<file path="config.mk">
export PLATFORM = sky130hd
export DESIGN_NAME = instr_fetch
export DESIGN_NICKNAME = d
export VERILOG_FILES = /design/src/rtl/cpu_pkg.sv /design/src/rtl/branch_target.sv /design/src/rtl/instr_fetch.sv
export SDC_FILE = /design/constraint.sdc
export NUM_CORES = 1
export LEC_CHECK = 0
export BUFFER_PORTS_ARGS = -buffer_cell sky130_fd_sc_hd__buf_2
export CAP_MARGIN = 20
export CORE_MARGIN = 2
export CORE_UTILIZATION = 50
export CTS_CLUSTER_DIAMETER = 80
export DETAILED_ROUTE_END_ITERATION = 10
export GPL_ROUTABILITY_DRIVEN = 0
export GPL_TIMING_DRIVEN = 1
export HOLD_SLACK_MARGIN = 0.02
export MAX_ROUTING_LAYER = met4
export PLACE_DENSITY = 0.76
export SETUP_SLACK_MARGIN = 0.02
export SLEW_MARGIN = 20
export SYNTH_ARGS = -nofsm -noshare
export SYNTH_HDL_FRONTEND = slang
export SYNTH_SLANG_ARGS = --single-unit
</file>
<file path="constraint.sdc">
create_clock -name clk -period 4.3 [get_ports clk]
set_input_delay 0.645 -clock clk [delete_from_list [all_inputs] [get_ports clk]]
set_output_delay 0.645 -clock clk [all_outputs]
set_load 0.005 [all_outputs]
</file>
<file path="src/rtl/cpu_pkg.sv">
// Shared definitions for the LEGv8 core: fetch FSM states, instruction field
// bounds, the PC increment and the opcode constants used by the control decoder.
package cpu_pkg;

  typedef enum logic [1:0] {
    FETCH = 2'd0,
    WAIT  = 2'd1,
    ISSUE = 2'd2
  } fetch_state_t;

  localparam int unsigned INSTR_W = 32;
  localparam int unsigned PC_INCR = 4;

  // Branch immediate fields: B uses instr[25:0], CBZ/CBNZ/B.cond use instr[23:5].
  localparam int unsigned IMM26_MSB = 25;
  localparam int unsigned IMM26_W   = IMM26_MSB + 1;
  localparam int unsigned IMM19_MSB = 23;
  localparam int unsigned IMM19_LSB = 5;
  localparam int unsigned IMM19_W   = IMM19_MSB - IMM19_LSB + 1;

  // Opcodes, left-aligned in instr[31:21] and matched on their significant bits.
  localparam logic [5:0]  OP_B     = 6'b000101;
  localparam logic [7:0]  OP_CBZ   = 8'b10110100;
  localparam logic [7:0]  OP_CBNZ  = 8'b10110101;
  localparam logic [7:0]  OP_BCOND = 8'b01010100;
  localparam logic [10:0] OP_ADD   = 11'b10001011000;
  localparam logic [10:0] OP_SUB   = 11'b11001011000;
  localparam logic [10:0] OP_AND   = 11'b10001010000;
  localparam logic [10:0] OP_ORR   = 11'b10101010000;
  localparam logic [10:0] OP_LDUR  = 11'b11111000010;
  localparam logic [10:0] OP_STUR  = 11'b11111000000;

endpackage

</file>
<file path="src/rtl/branch_target.sv">
// Next-PC computation for the LEGv8 core.
//   pc        in   current instruction address
//   instr     in   instruction at pc (branch immediates are taken from it)
//   br_taken  in   1 = branch, 0 = sequential
//   uncond_br in   1 = imm26 (B), 0 = imm19 (CBZ/CBNZ/B.cond)
//   pc_next   out  address of the following instruction
// Purely combinational; all sums are modulo 2^ADDR_W.
module branch_target
  import cpu_pkg::*;
#(
  parameter int unsigned ADDR_W = 64
) (
  input  logic [ADDR_W-1:0]  pc,
  input  logic [INSTR_W-1:0] instr,
  input  logic               br_taken,
  input  logic               uncond_br,
  output logic [ADDR_W-1:0]  pc_next
);

  logic [ADDR_W-1:0] imm26_off;
  logic [ADDR_W-1:0] imm19_off;

  // Sign-extend the word offset and scale it to bytes.
  assign imm26_off = {{(ADDR_W - IMM26_W - 2){instr[IMM26_MSB]}}, instr[IMM26_MSB:0], 2'b00};
  assign imm19_off = {{(ADDR_W - IMM19_W - 2){instr[IMM19_MSB]}},
                      instr[IMM19_MSB:IMM19_LSB], 2'b00};

  always_comb begin
    pc_next = pc + ADDR_W'(PC_INCR);
    if (br_taken) begin
      pc_next = pc + (uncond_br ? imm26_off : imm19_off);
    end
  end

  // Opcode bits do not affect the target.
  logic unused_opcode;
  assign unused_opcode = ^instr[INSTR_W-1:IMM26_W];

endmodule

</file>
<file path="src/rtl/instr_fetch.sv">
// Instruction fetch stage of the LEGv8 core. Owns the PC, fetches one 32-bit
// instruction at a time from instruction memory and holds it for decode until
// the core retires it, then advances the PC (sequential or branch).
//   clk, reset_n              clock, synchronous active-low reset
//   imem_req_valid/ready      fetch request handshake, address on imem_addr
//   imem_rsp_valid/data       fetch response
//   instr, instr_valid        held instruction to decode/control
//   instr_ready               core retires instr; br_taken/uncond_br valid then
//   halt                      suppresses new fetch requests
//   pc                        address of current/next instruction
//   retired                   wrapping count of retired instructions
//   spurious_rsp              sticky flag: response arrived outside WAIT
module instr_fetch
  import cpu_pkg::*;
#(
  parameter int unsigned         ADDR_W   = 64,
  parameter logic [ADDR_W-1:0]   RESET_PC = '0,
  parameter int unsigned         CNT_W    = 32
) (
  input  logic                clk,
  input  logic                reset_n,
  output logic                imem_req_valid,
  input  logic                imem_req_ready,
  output logic [ADDR_W-1:0]   imem_addr,
  input  logic                imem_rsp_valid,
  input  logic [INSTR_W-1:0]  imem_rsp_data,
  output logic [INSTR_W-1:0]  instr,
  output logic                instr_valid,
  input  logic                instr_ready,
  input  logic                br_taken,
  input  logic                uncond_br,
  input  logic                halt,
  output logic [ADDR_W-1:0]   pc,
  output logic [CNT_W-1:0]    retired,
  output logic                spurious_rsp
);

  // Low address bits are forced to zero so the PC is always word-aligned.
  localparam logic [ADDR_W-1:0] RESET_PC_WORD = {RESET_PC[ADDR_W-1:2], 2'b00};

  fetch_state_t       state_q, state_d;
  logic [ADDR_W-1:0]  pc_q, pc_d;
  logic [INSTR_W-1:0] instr_q, instr_d;
  logic               instr_valid_q, instr_valid_d;
  logic [CNT_W-1:0]   retired_q, retired_d;
  logic               spurious_q, spurious_d;

  logic              retire;
  logic              br_taken_gated;
  logic              uncond_br_gated;
  logic [ADDR_W-1:0] pc_next;

  assign retire = (state_q == ISSUE) && instr_ready;

  // Branch controls are only meaningful in the retire cycle; masking them
  // elsewhere keeps an undriven control stage from leaking X into pc_next.
  assign br_taken_gated  = retire ? br_taken  : 1'b0;
  assign uncond_br_gated = retire ? uncond_br : 1'b0;

  branch_target #(
    .ADDR_W (ADDR_W)
  ) u_branch_target (
    .pc        (pc_q),
    .instr     (instr_q),
    .br_taken  (br_taken_gated),
    .uncond_br (uncond_br_gated),
    .pc_next   (pc_next)
  );

  // Gated by reset_n so no request is visible while the stage is held in reset.
  assign imem_req_valid = reset_n && (state_q == FETCH) && !halt;

  always_comb begin
    state_d       = state_q;
    pc_d          = pc_q;
    instr_d       = instr_q;
    instr_valid_d = instr_valid_q;
    retired_d     = retired_q;
    spurious_d    = spurious_q;

    unique case (state_q)
      FETCH: begin
        if (imem_req_valid && imem_req_ready) begin
          state_d = WAIT;
        end
      end
      WAIT: begin
        if (imem_rsp_valid) begin
          instr_d       = imem_rsp_data;
          instr_valid_d = 1'b1;
          state_d       = ISSUE;
        end
      end
      ISSUE: begin
        if (instr_ready) begin
          pc_d          = pc_next;
          retired_d     = retired_q + CNT_W'(1);
          instr_valid_d = 1'b0;
          state_d       = FETCH;
        end
      end
      default: begin
        state_d = FETCH;
      end
    endcase

    // Unexpected response data is dropped but remembered until reset.
    if (imem_rsp_valid && (state_q != WAIT)) begin
      spurious_d = 1'b1;
    end
  end

  always_ff @(posedge clk) begin
    if (!reset_n) begin
      state_q       <= FETCH;
      pc_q          <= RESET_PC_WORD;
      instr_q       <= '0;
      instr_valid_q <= 1'b0;
      retired_q     <= '0;
      spurious_q    <= 1'b0;
    end else begin
      state_q       <= state_d;
      pc_q          <= pc_d;
      instr_q       <= instr_d;
      instr_valid_q <= instr_valid_d;
      retired_q     <= retired_d;
      spurious_q    <= spurious_d;
    end
  end

  assign imem_addr    = pc_q;
  assign pc           = pc_q;
  assign instr        = instr_q;
  assign instr_valid  = instr_valid_q;
  assign retired      = retired_q;
  assign spurious_rsp = spurious_q;

endmodule

</file>
# == Yosys cells after proc, flatten, opt, wreduce, memory -nomap -nowiden ==
# Index checks and enable logic that the tools add are counted.
# op_classes
div_mod_pow,0
n_addsub,3
shift,0
order_cmp,0
n_eq_ne,6
multipliers,0
reduce_logical,12
n_mux,11
bitwise,0
# ops
op,n
two-way mux 64 bit,2
adder 64 x 3 -> 64 bit (second input constant),1
adder 64 bit,1
adder 32 x 1 -> 32 bit (second input constant),1
two-way mux 2 bit,3
one-hot mux 2 bit (3 select lines),1
AND reduction 3 bit,2
logical AND 1 bit,5
two-way mux 1 bit,4
inequality test 2 x 1 -> 1 bit (second input constant),2
inequality test 2 bit (second input constant),2
AND reduction 2 bit,2
equality test 2 x 1 -> 1 bit (second input constant),1
equality test 2 bit (second input constant),1
logical NOT 2 bit,1
one-hot mux 1 bit (2 select lines),1
nonzero test 2 bit,1
logical NOT 1 bit,1
# totals
mem_bits_ro,0
ram_bits,0
ff_bits,132
mem_count,0
inputBits,40
latchBits,0
word_cells,38

# == Longest topological paths before layout ==
# Gate-level depths: netlist of run 1.
# depth
ltp_word,6
ltp_mapped,16
depth_no_buf,14

# == Hierarchy ==
# A second synthesis of run 1 with hierarchy kept.
# unflattened
cells_unflattened,1285
area_unflattened_um2,9623.0
# modules_own_cells
mod,area_each_um2,cells_each,instances,seq_area_each_um2
instr_fetch,5474.0,687,1,2642.5
branch_target,4149.0,598,1,0.0

# == Least setup slack after synthesis of run 1 ==
# No wires, ideal clock.
# synth_timing
path_type,input to register
start,input port uncond_br
end,register pc_q[54] (netlist: imem_addr[54])
stages,16
arrival_time_ns,3.881
path_slack_ns,0.351
path_cell_list,buf_6 clkbuf_1 mux2i_1 nand2_1 ha_1 inv_1 fa_1 and2b_1 o2111ai_1 a21oi_1 o2111ai_1 a21o_1 o21a_2 or4_4 a21o_1 a21oi_2
# synth_between
elab_chain_cells,4
# synth_lines
element,line,text
start: declaration,instr_fetch.sv:31,"input logic uncond_br,"
two-way mux 1 bit,instr_fetch.sv:58,assign uncond_br_gated = retire ? uncond_br : 1'b0;
two-way mux 64 bit,branch_target.sv:31,pc_next = pc + (uncond_br ? imm26_off : imm19_off);
adder 64 bit,branch_target.sv:31,
two-way mux 64 bit,branch_target.sv:30,if (br_taken) begin
end signal: assignment,instr_fetch.sv:123,pc_q <= pc_d;
end: declaration,instr_fetch.sv:42,"logic [ADDR_W-1:0] pc_q, pc_d;"
# No other way between the ends.
# A chain may end at the register's enable or synchronous reset.

# == Worst setup path after layout of run 1 ==
# layout_timing
start,register state_q[0]
end,register pc_q[52] (netlist: imem_addr[52])
# layout_between
elab_chain_cells,6
elab_cells_between_ends,8
classes_between,1 x add/sub; 1 x eq/ne; 4 x mux; 2 x reduce/logical
# layout_lines
element,line,text
start: declaration,instr_fetch.sv:41,"fetch_state_t state_q, state_d;"
start signal: assignment,instr_fetch.sv:122,state_q <= state_d;
equality test 2 bit *,"instr_fetch.sv:53, instr_fetch.sv:81",
logical AND 1 bit,instr_fetch.sv:53,assign retire = (state_q == ISSUE) && instr_ready;
two-way mux 1 bit,instr_fetch.sv:58,
two-way mux 64 bit,branch_target.sv:31,
adder 64 bit,branch_target.sv:31,
two-way mux 64 bit,branch_target.sv:30,
# Mark *: on every way between the ends. The rest lies on a longest branch, timed or not.

==> run metrics, run 1 <==
status=finished with violations; violated checks=DRC; dpl hpwl=just over 20,000 µm; ANT nets after route=0; worst hold path type=in2reg; crit start category=flop; part of the power in registers=0.421; setup TNS=0 ns; most frequent cells in the layout=buf_2, nand2_1, dfxtp_1, a21oi_1, nor2_1; switch share=0.2291; CTS Sinks=between 100 and 150; Clk network pwr share=0.539; H-tree Lvls=4; Seq cells post-synth=130; vias per std cell=about 6; Synth warnings=0; Logic pwr share=0.040; layout cells sized above 1=0.2250; vias=roughly 9,600; syn avg cell area=approximately 7.4 µm²; R2R Setup Slk=between 0.3 and 0.4 ns; Synth area leader=dfxtp_1; maximum clock rate=around 0.26 GHz; post-synth top area share=0.2812; I/O pin count=between 200 and 250; Setup Crit Path Kind=reg2reg; minimum clock period=a little under 4 ns; Initial Util=0.5118; WL per Instance=roughly 17 µm; Post-Syn Instances=approximately 1,300; Post-synth EDFFs=0; CP Data Arrival Time=approximately 4.3 ns; Clk Tree Root Cell=clkbuf_16; Port Buf Inserts=between 200 and 250; Die Y=roughly 140 µm; Primary FF master, synth=dfxtp_1; ranking of synthesized cells by area=dfxtp_1, nand2_1, a21oi_1, buf_4, nor2_1; headroom to the max-slew limit=0.3665; Final setup viols=0; Sw Pwr=between 0.0006 and 0.0007 W; Cell variety after synth=90; # nets final=between 1,000 and 1,500; mapped cell area=9256 µm²; Internal Power=0.002247 W; GRT Residual Overflow=0; most common cell after layout, fill and taps aside=buf_2; core region area=between 15,000 and 20,000 µm²; fin cells=~1,600; gr usage total=0.2869; Peak VDD IR=a little under 300 µV; data required time of the worst path=~4.7 ns; Layout area overhead=14.36%; Initial DRT Pass Iterations=11; via count of the first global-routing pass=between 8,000 and 9,000; hold_buf cts=0; DRT Wirelength=about 28,000 µm; Async S/R FF share, synth=0; worst-case clock buffer depth=2; clock latency on the worst-skew pair=0.42 ns; CP Capture Type=flop; leakage power=about 4.7 nW; row count=49; first-pass GRT wire length=between 40,000 and 50,000 µm; Num CTS Buffers=17; DR iter-0 viols=902; fin area=~11,000 µm²; Layout Utilization=0.5853; Setup Fix Bufs, Post-CTS=0; Worst Skew=between 0.01 and 0.015 ns; die width=~140 µm; Die ar.=19,620 µm²; register area share after synthesis=0.2812; dpl cell area=around 10000 µm²; largest net degree at the start of global routing=slightly below 90; initial antenna violation count=0; Final Hold Fails=0; worst-path maximum fanout=9; Worst Max-Slew Pin Slew=~0.95 ns; Post-Place Cells=1,579; cts repair resizes=0; maximum capacitance violations=0; Power Total=around 0.003 W; P per Cell Area=around 280 nW/µm²; CTS tree=built; n_diodes=0; Tcrit/Tclk final=0.9110; max-slew violations=0; DRC viols=10; RSZ-0062 raised after global routing=no; clk slew on worst S/H paths=about 0.060 ns
[power by group through the flow]
stage / sequential [W] / clock, W / combinational, W
6_report: 0.00123 / 0.00157 / 0.000117
5_1_grt: 0.00123 / 0.00164 / 0.000127
4_1_cts: 0.00123 / 0.00158 / 0.000117
3_5_place_dp: 0.00125 / 0 / 0.000116
3_3_place_gp: 0.00125 / 0 / 0.000113
2_1_floorplan: 0.00125 / 0 / 0.0000700
[stage by stage]
stage | hold WS (ns) | worst slack (ns)
after CTS | 0.4447 | 0.4426
after detailed placement | 0.4475 | 0.1974
after global placement | 0.4400 | 0.3487
after global routing | 0.4572 | 0.1050
after floorplan | 0.4527 | 0.3513
final | 0.4545 | 0.3828
[area by class of cell]
class,instances,area (µm²)
flip-flops and latches,130,2603
fillers,1701,7501
inverters,9,35.03
multi-input cells,971,5783
clock inverters,12,180.2
clock buffers,20,446.7
well taps,229,286.5
repair buffers,240,1251
[cells by family after synthesis]
group / after synthesis / share of synthesized area
other: 1 / 0.0004051
adders and majority gates: 28 / 0.03839
buffers and inverters: 155 / 0.09556
xor gates and xnor gates: 61 / 0.05772
and+or+nand+nor: 569 / 0.2936
AOI/OAI and AO/OA: 264 / 0.1819
DFF: 130 / 0.2812
muxes: 45 / 0.05123
[metal layers]
layer  global-route usage  vias up  wire, µm
met5                    -        -         0
met4              0.09144        0       656
met3              0.05299       69      2383
met2               0.4529      509     12840
met1               0.3743     4481     12300
li1                     -     4563         -
[Yosys cell counts, types with 23 or more instances]
library cell  number
nand2_1          221
dfxtp_1          130
a21oi_1          111
nor2_1           111
buf_4             68
clkbuf_1          59
nand3_1           45
o21ai_0           42
mux2i_1           41
nor3_1            36
xor2_1            31
xnor2_1           30
ha_1              26
nor4_1            23
[critical path, cell delays in order, from the launching register on]
cell and delay (ns):
dfxtp_1 0.47, and4b_2 0.33, nand2_1 0.08, ha_1 0.21, inv_1 0.07, fa_1 0.37
and2b_1 0.25, o2111ai_1 0.20, a2111o_1 0.43, o211ai_1 0.25, o21ai_0 0.38, nand3_1 0.18
nand2_1 0.18, mux2i_1 0.25, mux2i_1 0.20
[final timing paths]
path | startpoint | to | cells past startpoint
worst max-delay path | state_q[0] | imem_addr[52] | 14
worst min-delay path | imem_rsp_data[4] | instr[4] | 3
worst min register to register | instr[27] | instr[27] | 2
worst max register to register | state_q[0] | imem_addr[52] | 14
[sequential cells by signal, summed over array words and instances, names as in the netlist]
signal / count
state_q: 2
imem_addr: 62
retired: 32
instr_valid: 1
spurious_rsp: 1
instr: 32
No activity file was read; power rests on OpenSTA's default activity.
==> run 2, diff against run 1 <==
Settings changed: CTS_CLUSTER_DIAMETER 80 to 150, PLACE_DENSITY 0.76 to default, PLACE_DENSITY_LB_ADDON from default to 0.12.
==> run 2 against run 1 <==
The flow still finishes with violations (DRC). Clock power about the same. Die area unchanged. Maximum frequency down 0.33%. Clock-buffer cell count down 2. Sequential cell count unchanged. First-iteration DRC count shrank 35%. Cell count is 0.43% higher. Sequential power about the same. Clock skew about the same. Design area increased by 0.57%. Critical endpoint is now imem_addr[55].
==> run metrics, run 2 (synthesized netlist as in run 1, its figures left out) <==
Layout area overhead=15.00%; max FFs per register=between 60 and 70; gr usage total=0.2867; vias=between 9,000 and 10,000; max-slew violations=0; die width=140.1 µm; DR iter-0 viols=about 600; worst-path maximum fanout=12; RSZ-0062 raised after global routing=no; Die Y=between 100 and 150 µm; Port Buf Inserts=230; Worst Max-Slew Pin Slew=around 0.86 ns; largest net degree at the start of global routing=82; CP most frequent cell=nand3_1; H-tree Lvls=4; initial antenna violation count=0; Final Hold Fails=0; WL per Instance=between 15 and 20 µm; n_diodes=0; CP top delay family=simple AND/OR/NAND/NOR gates; worst hold margin=around 0.45 ns; minimum clock period=3.930 ns; P per Cell Area=276.3 nW/µm²; GRT Residual Overflow=0; setup TNS=0 ns; hold_buf cts=0; core region area=about 18,000 µm²; layout filler cell count=between 1,500 and 2,000; dpl hpwl=20,360 µm; clk slew on worst S/H paths=approximately 0.06 ns; data required time of the worst path=about 4.7 ns; Tcrit/Tclk final=0.9140; I/O pin count=235; CP max stage delay=between 0.4 and 0.5 ns; layout cells sized above 1=0.2304; ANT nets after route=0; Initial Util=0.5118; slowest CP cell=nand4b_2; status=finished with violations; violated checks=DRC; worst-case clock buffer depth=2; # nets final=1,444; CP Data Arrival Time=4.30 ns; CTS Sinks=130; cts repair resizes=0; vias per std cell=~5.8; maximum capacitance violations=0; sequence of cells on the critical path=nand4b_2, buf_4, a21oi_1, ha_1, and3_1, nor2b_1, nand3_1, a211oi_1, a31o_1, or2_1, a31oi_1, or3_1, nand3_1; Num CTS Buffers=17; most common cell after layout, fill and taps aside=buf_2; leakage power=~4.7 nW; CP Capture Type=flop; Peak VDD IR=263.5 µV; Die ar.=just under 20,000 µm²; via count of the first global-routing pass=about 8,600; Setup Fix Bufs, Post-CTS=0; Worst Skew=slightly above 0.01 ns; DRC viols=12; Setup Crit Path Kind=reg2reg; clock latency on the worst-skew pair=0.43 ns; worst path buffer plus inverter count=1; maximum clock rate=between 0.2 and 0.3 GHz; first-pass GRT wire length=around 45,000 µm; DRT Wirelength=roughly 28,000 µm; worst hold path type=in2reg; CTS tree=built; row count=49; crit start category=flop; Initial DRT Pass Iterations=11; headroom to the max-slew limit=0.4259; Final setup viols=0; most frequent cells in the layout=buf_2, nand2_1, dfxtp_1, a21oi_1, nor2_1; Clk Tree Root Cell=clkbuf_16
==> run 2: cell type report <==
cell class	instances	area (µm²)	share of cell area
Tap cell	229	286.5	0.02692
Clock buffer	18	439.2	0.04126
Clock inverter	13	200.2	0.01881
Sequential cell	130	2603	0.2445
Timing Repair Buffer	248	1299	0.1220
Inverter	9	35.03	0.003291
Multi-Input combinational cell	971	5783	0.5433
==> run 2: worst paths after layout <==
kind,from,to,slack (ns),depth (start not counted)
hold / removal,imem_rsp_data[1],instr[1],0.45,3
setup reg to reg,state_q[0],imem_addr[55],0.37,13
setup / recovery,state_q[0],imem_addr[55],0.37,13
hold reg to reg,instr[29],instr[29],0.45,2
==> run 2: tightest hold or removal path: stages <==
cell	delay [ns]
buf_2	0.09
nand2_1	0.04
a21oi_1	0.05
==> run 2: layer usage <==
| metal | share of wire | GRT usage | up-vias |
|---|---|---|---|
| met3 | 0.076 | 0.05231 | 68 |
| met5 | 0 | - | - |
| met1 | 0.46 | 0.3901 | 4328 |
| met4 | 0.026 | 0.09569 | 0 |
| li1 | - | - | 4591 |
| met2 | 0.44 | 0.4314 | 413 |
==> run 2: per-stage QoR <==
stage / power (W) / util / setup slack [ns] / cells / instance area (µm²)
after floorplan: 0.001321 / - / 0.3513 / 1256 / 9268
after global placement: 0.001369 / 0.5532 / 0.2518 / 1587 / 10010
after detailed placement: 0.001370 / 0.5532 / 0.1981 / 1587 / 10010
after CTS: 0.002962 / 0.5886 / 0.4582 / 1618 / 10650
after global routing: 0.003024 / 0.5886 / 0.1344 / 1618 / 10650
final: 0.002941 / 0.5886 / 0.3697 / 1618 / 10650
==> run 2: power breakdown <==
group	internal [W]	switching (W)
Clock	0.000995	0.000601
Combinational	0.0000443	0.0000724
Sequential	0.00122	0.0000123
==> run 3, diff against run 2 <==
Settings changed: CORE_MARGIN 2 to 5, MAX_ROUTING_LAYER met4 to default.
==> run 3 against run 2 <==
The run now ends clean. First-iteration DRC count up 16%. Via count is 0.51% lower. Sequential power is essentially flat. Clock power shrank 7%. Critical path depth unchanged. Clock-buffer cell count up 1. Non-clock buffer count down 1. Global-route usage down 2.9 points. Sequential cell count did not move. Critical path type unchanged. Largest cell class unchanged. Largest power group unchanged.
==> run metrics, run 3 (synthesized netlist as in run 1, its figures left out) <==
Worst Max-Slew Pin Slew=between 0.8 and 0.9 ns; most frequent cells in the layout=buf_2, nand2_1, dfxtp_1, a21oi_1, nor2_1; GRT Residual Overflow=0; H-tree Lvls=4; Die Y=146.1 µm; Die ar.=21,330 µm²; CTS Sinks=between 100 and 150; max FFs per register=slightly above 60; Num CTS Buffers=17; Layout Utilization=0.5855; ANT nets after route=0; layout filler cell count=between 1,500 and 2,000; most common cell after layout, fill and taps aside=buf_2; cts repair resizes=0; DRC viols=0; maximum clock rate=between 0.2 and 0.3 GHz; vias per std cell=5.780; largest net degree at the start of global routing=82; via count of the first global-routing pass=around 8,700; DR iter-0 viols=about 700; row count=between 40 and 50; gr usage total=0.2576; layout cells sized above 1=0.2297; worst-path maximum fanout=14; # nets final=between 1,000 and 1,500; RSZ-0062 raised after global routing=no; dpl hpwl=~21,000 µm; Final setup viols=0; worst-case clock buffer depth=2; P per Cell Area=267.9 nW/µm²; n_diodes=0; CTS tree=built; status=complete, no violations; Tcrit/Tclk final=0.9182; clock latency on the worst-skew pair=0.42 ns; Setup Crit Path Kind=reg2reg; initial antenna violation count=0; clk slew on worst S/H paths=about 0.060 ns; DRT Wirelength=approximately 28,000 µm; I/O pin count=approximately 240; data required time of the worst path=between 4 and 5 ns; worst hold path type=in2reg; Final Hold Fails=0; maximum capacitance violations=0; CP Data Arrival Time=~4.3 ns; Initial DRT Pass Iterations=5; WL per Instance=17.50 µm; vias=9,352; Worst Skew=about 0.0080 ns; Peak VDD IR=roughly 260 µV; Port Buf Inserts=230; setup TNS=0 ns; leakage power=~4.7 nW; CP Capture Type=flop; first-pass GRT wire length=around 46,000 µm; max-slew violations=0; Setup Fix Bufs, Post-CTS=0; core region area=around 18,000 µm²; Initial Util=0.5118; headroom to the max-slew limit=0.4062; Layout area overhead=14.41%; crit start category=flop; die width=roughly 150 µm; Clk Tree Root Cell=clkbuf_16; minimum clock period=3.948 ns; hold_buf cts=0
-- run 3: cell types whose count changed in the layout (fill, tap and decap cells not counted), sizes merged --
cell      delta
inv          +2
bufinv       -2
clkbuf       +1
buf          -1
clkinvlp     +1
clkinv       -1
-- run 3: report_power, final --
part / internal [W] / switching, W / total (W) / leakage [nW]
clock: 0.000881 / 0.000610 / 0.00149 / 0.287
combinational: 0.0000443 / 0.0000735 / 0.000118 / 3.38
sequential: 0.00121 / 0.0000124 / 0.00123 / 1.05
total: 0.00214 / 0.000696 / 0.00284 / 4.72
-- run 3: metrics by stage --
stage / std cells / setup WS (ns) / area (µm²) / total power [W] / hold WS, ns
after floorplan: 1256 / 0.3513 / 9268 / 0.001321 / 0.4527
after global placement: 1586 / 0.1708 / 9998 / 0.001370 / 0.4380
after detailed placement: 1586 / 0.1853 / 9998 / 0.001371 / 0.4479
after CTS: 1618 / 0.4499 / 10590 / 0.002857 / 0.4410
after global routing: 1618 / 0.04015 / 10590 / 0.002936 / 0.4387
final: 1618 / 0.3519 / 10590 / 0.002837 / 0.4552
-- run 3: area by class of cell --
cell class                      count  area, µm²  area share
Clock buffer                       19      442.9     0.04182
Clock inverter                     13      148.9     0.01406
Inverter                            9      35.03    0.003308
Multi-Input combinational cell    971       5783      0.5461
Sequential cell                   130       2603      0.2457
Tap cell                          229      286.5     0.02706
Timing Repair Buffer              247       1291      0.1219
-- run 3: final timing paths --
| path | start | endpoint | slack (ns) | cells after the start |
|---|---|---|---|---|
| max | state_q[0] | imem_addr[55] | 0.35 | 13 |
| min | imem_rsp_data[29] | instr[29] | 0.46 | 3 |
| max reg2reg | state_q[0] | imem_addr[55] | 0.35 | 13 |
| min reg2reg | instr[31] | instr[31] | 0.46 | 2 |
-- run 3: worst max-delay path, cell delays in order, from the launching register on --
cell and delay, ns:
dfxtp_1 0.38, nand4b_2 0.50, buf_4 0.32, a21oi_1 0.24, ha_1 0.30, nand3_1 0.19, nor2b_1 0.32, nand3_1 0.12
a211oi_1 0.25, a31o_1 0.23, or2_1 0.30, a31oi_1 0.27, or3_1 0.40, nand3_1 0.08
-- run 3: metal layers --
layer / part of all wire / GRT usage / vias to the layer above
met5: 0 / 0 / -
li1: - / - / 4581
met2: 0.44 / 0.3982 / 403
met1: 0.46 / 0.3578 / 4325
met3: 0.085 / 0.05981 / 43
met4: 0.021 / 0.08137 / 0
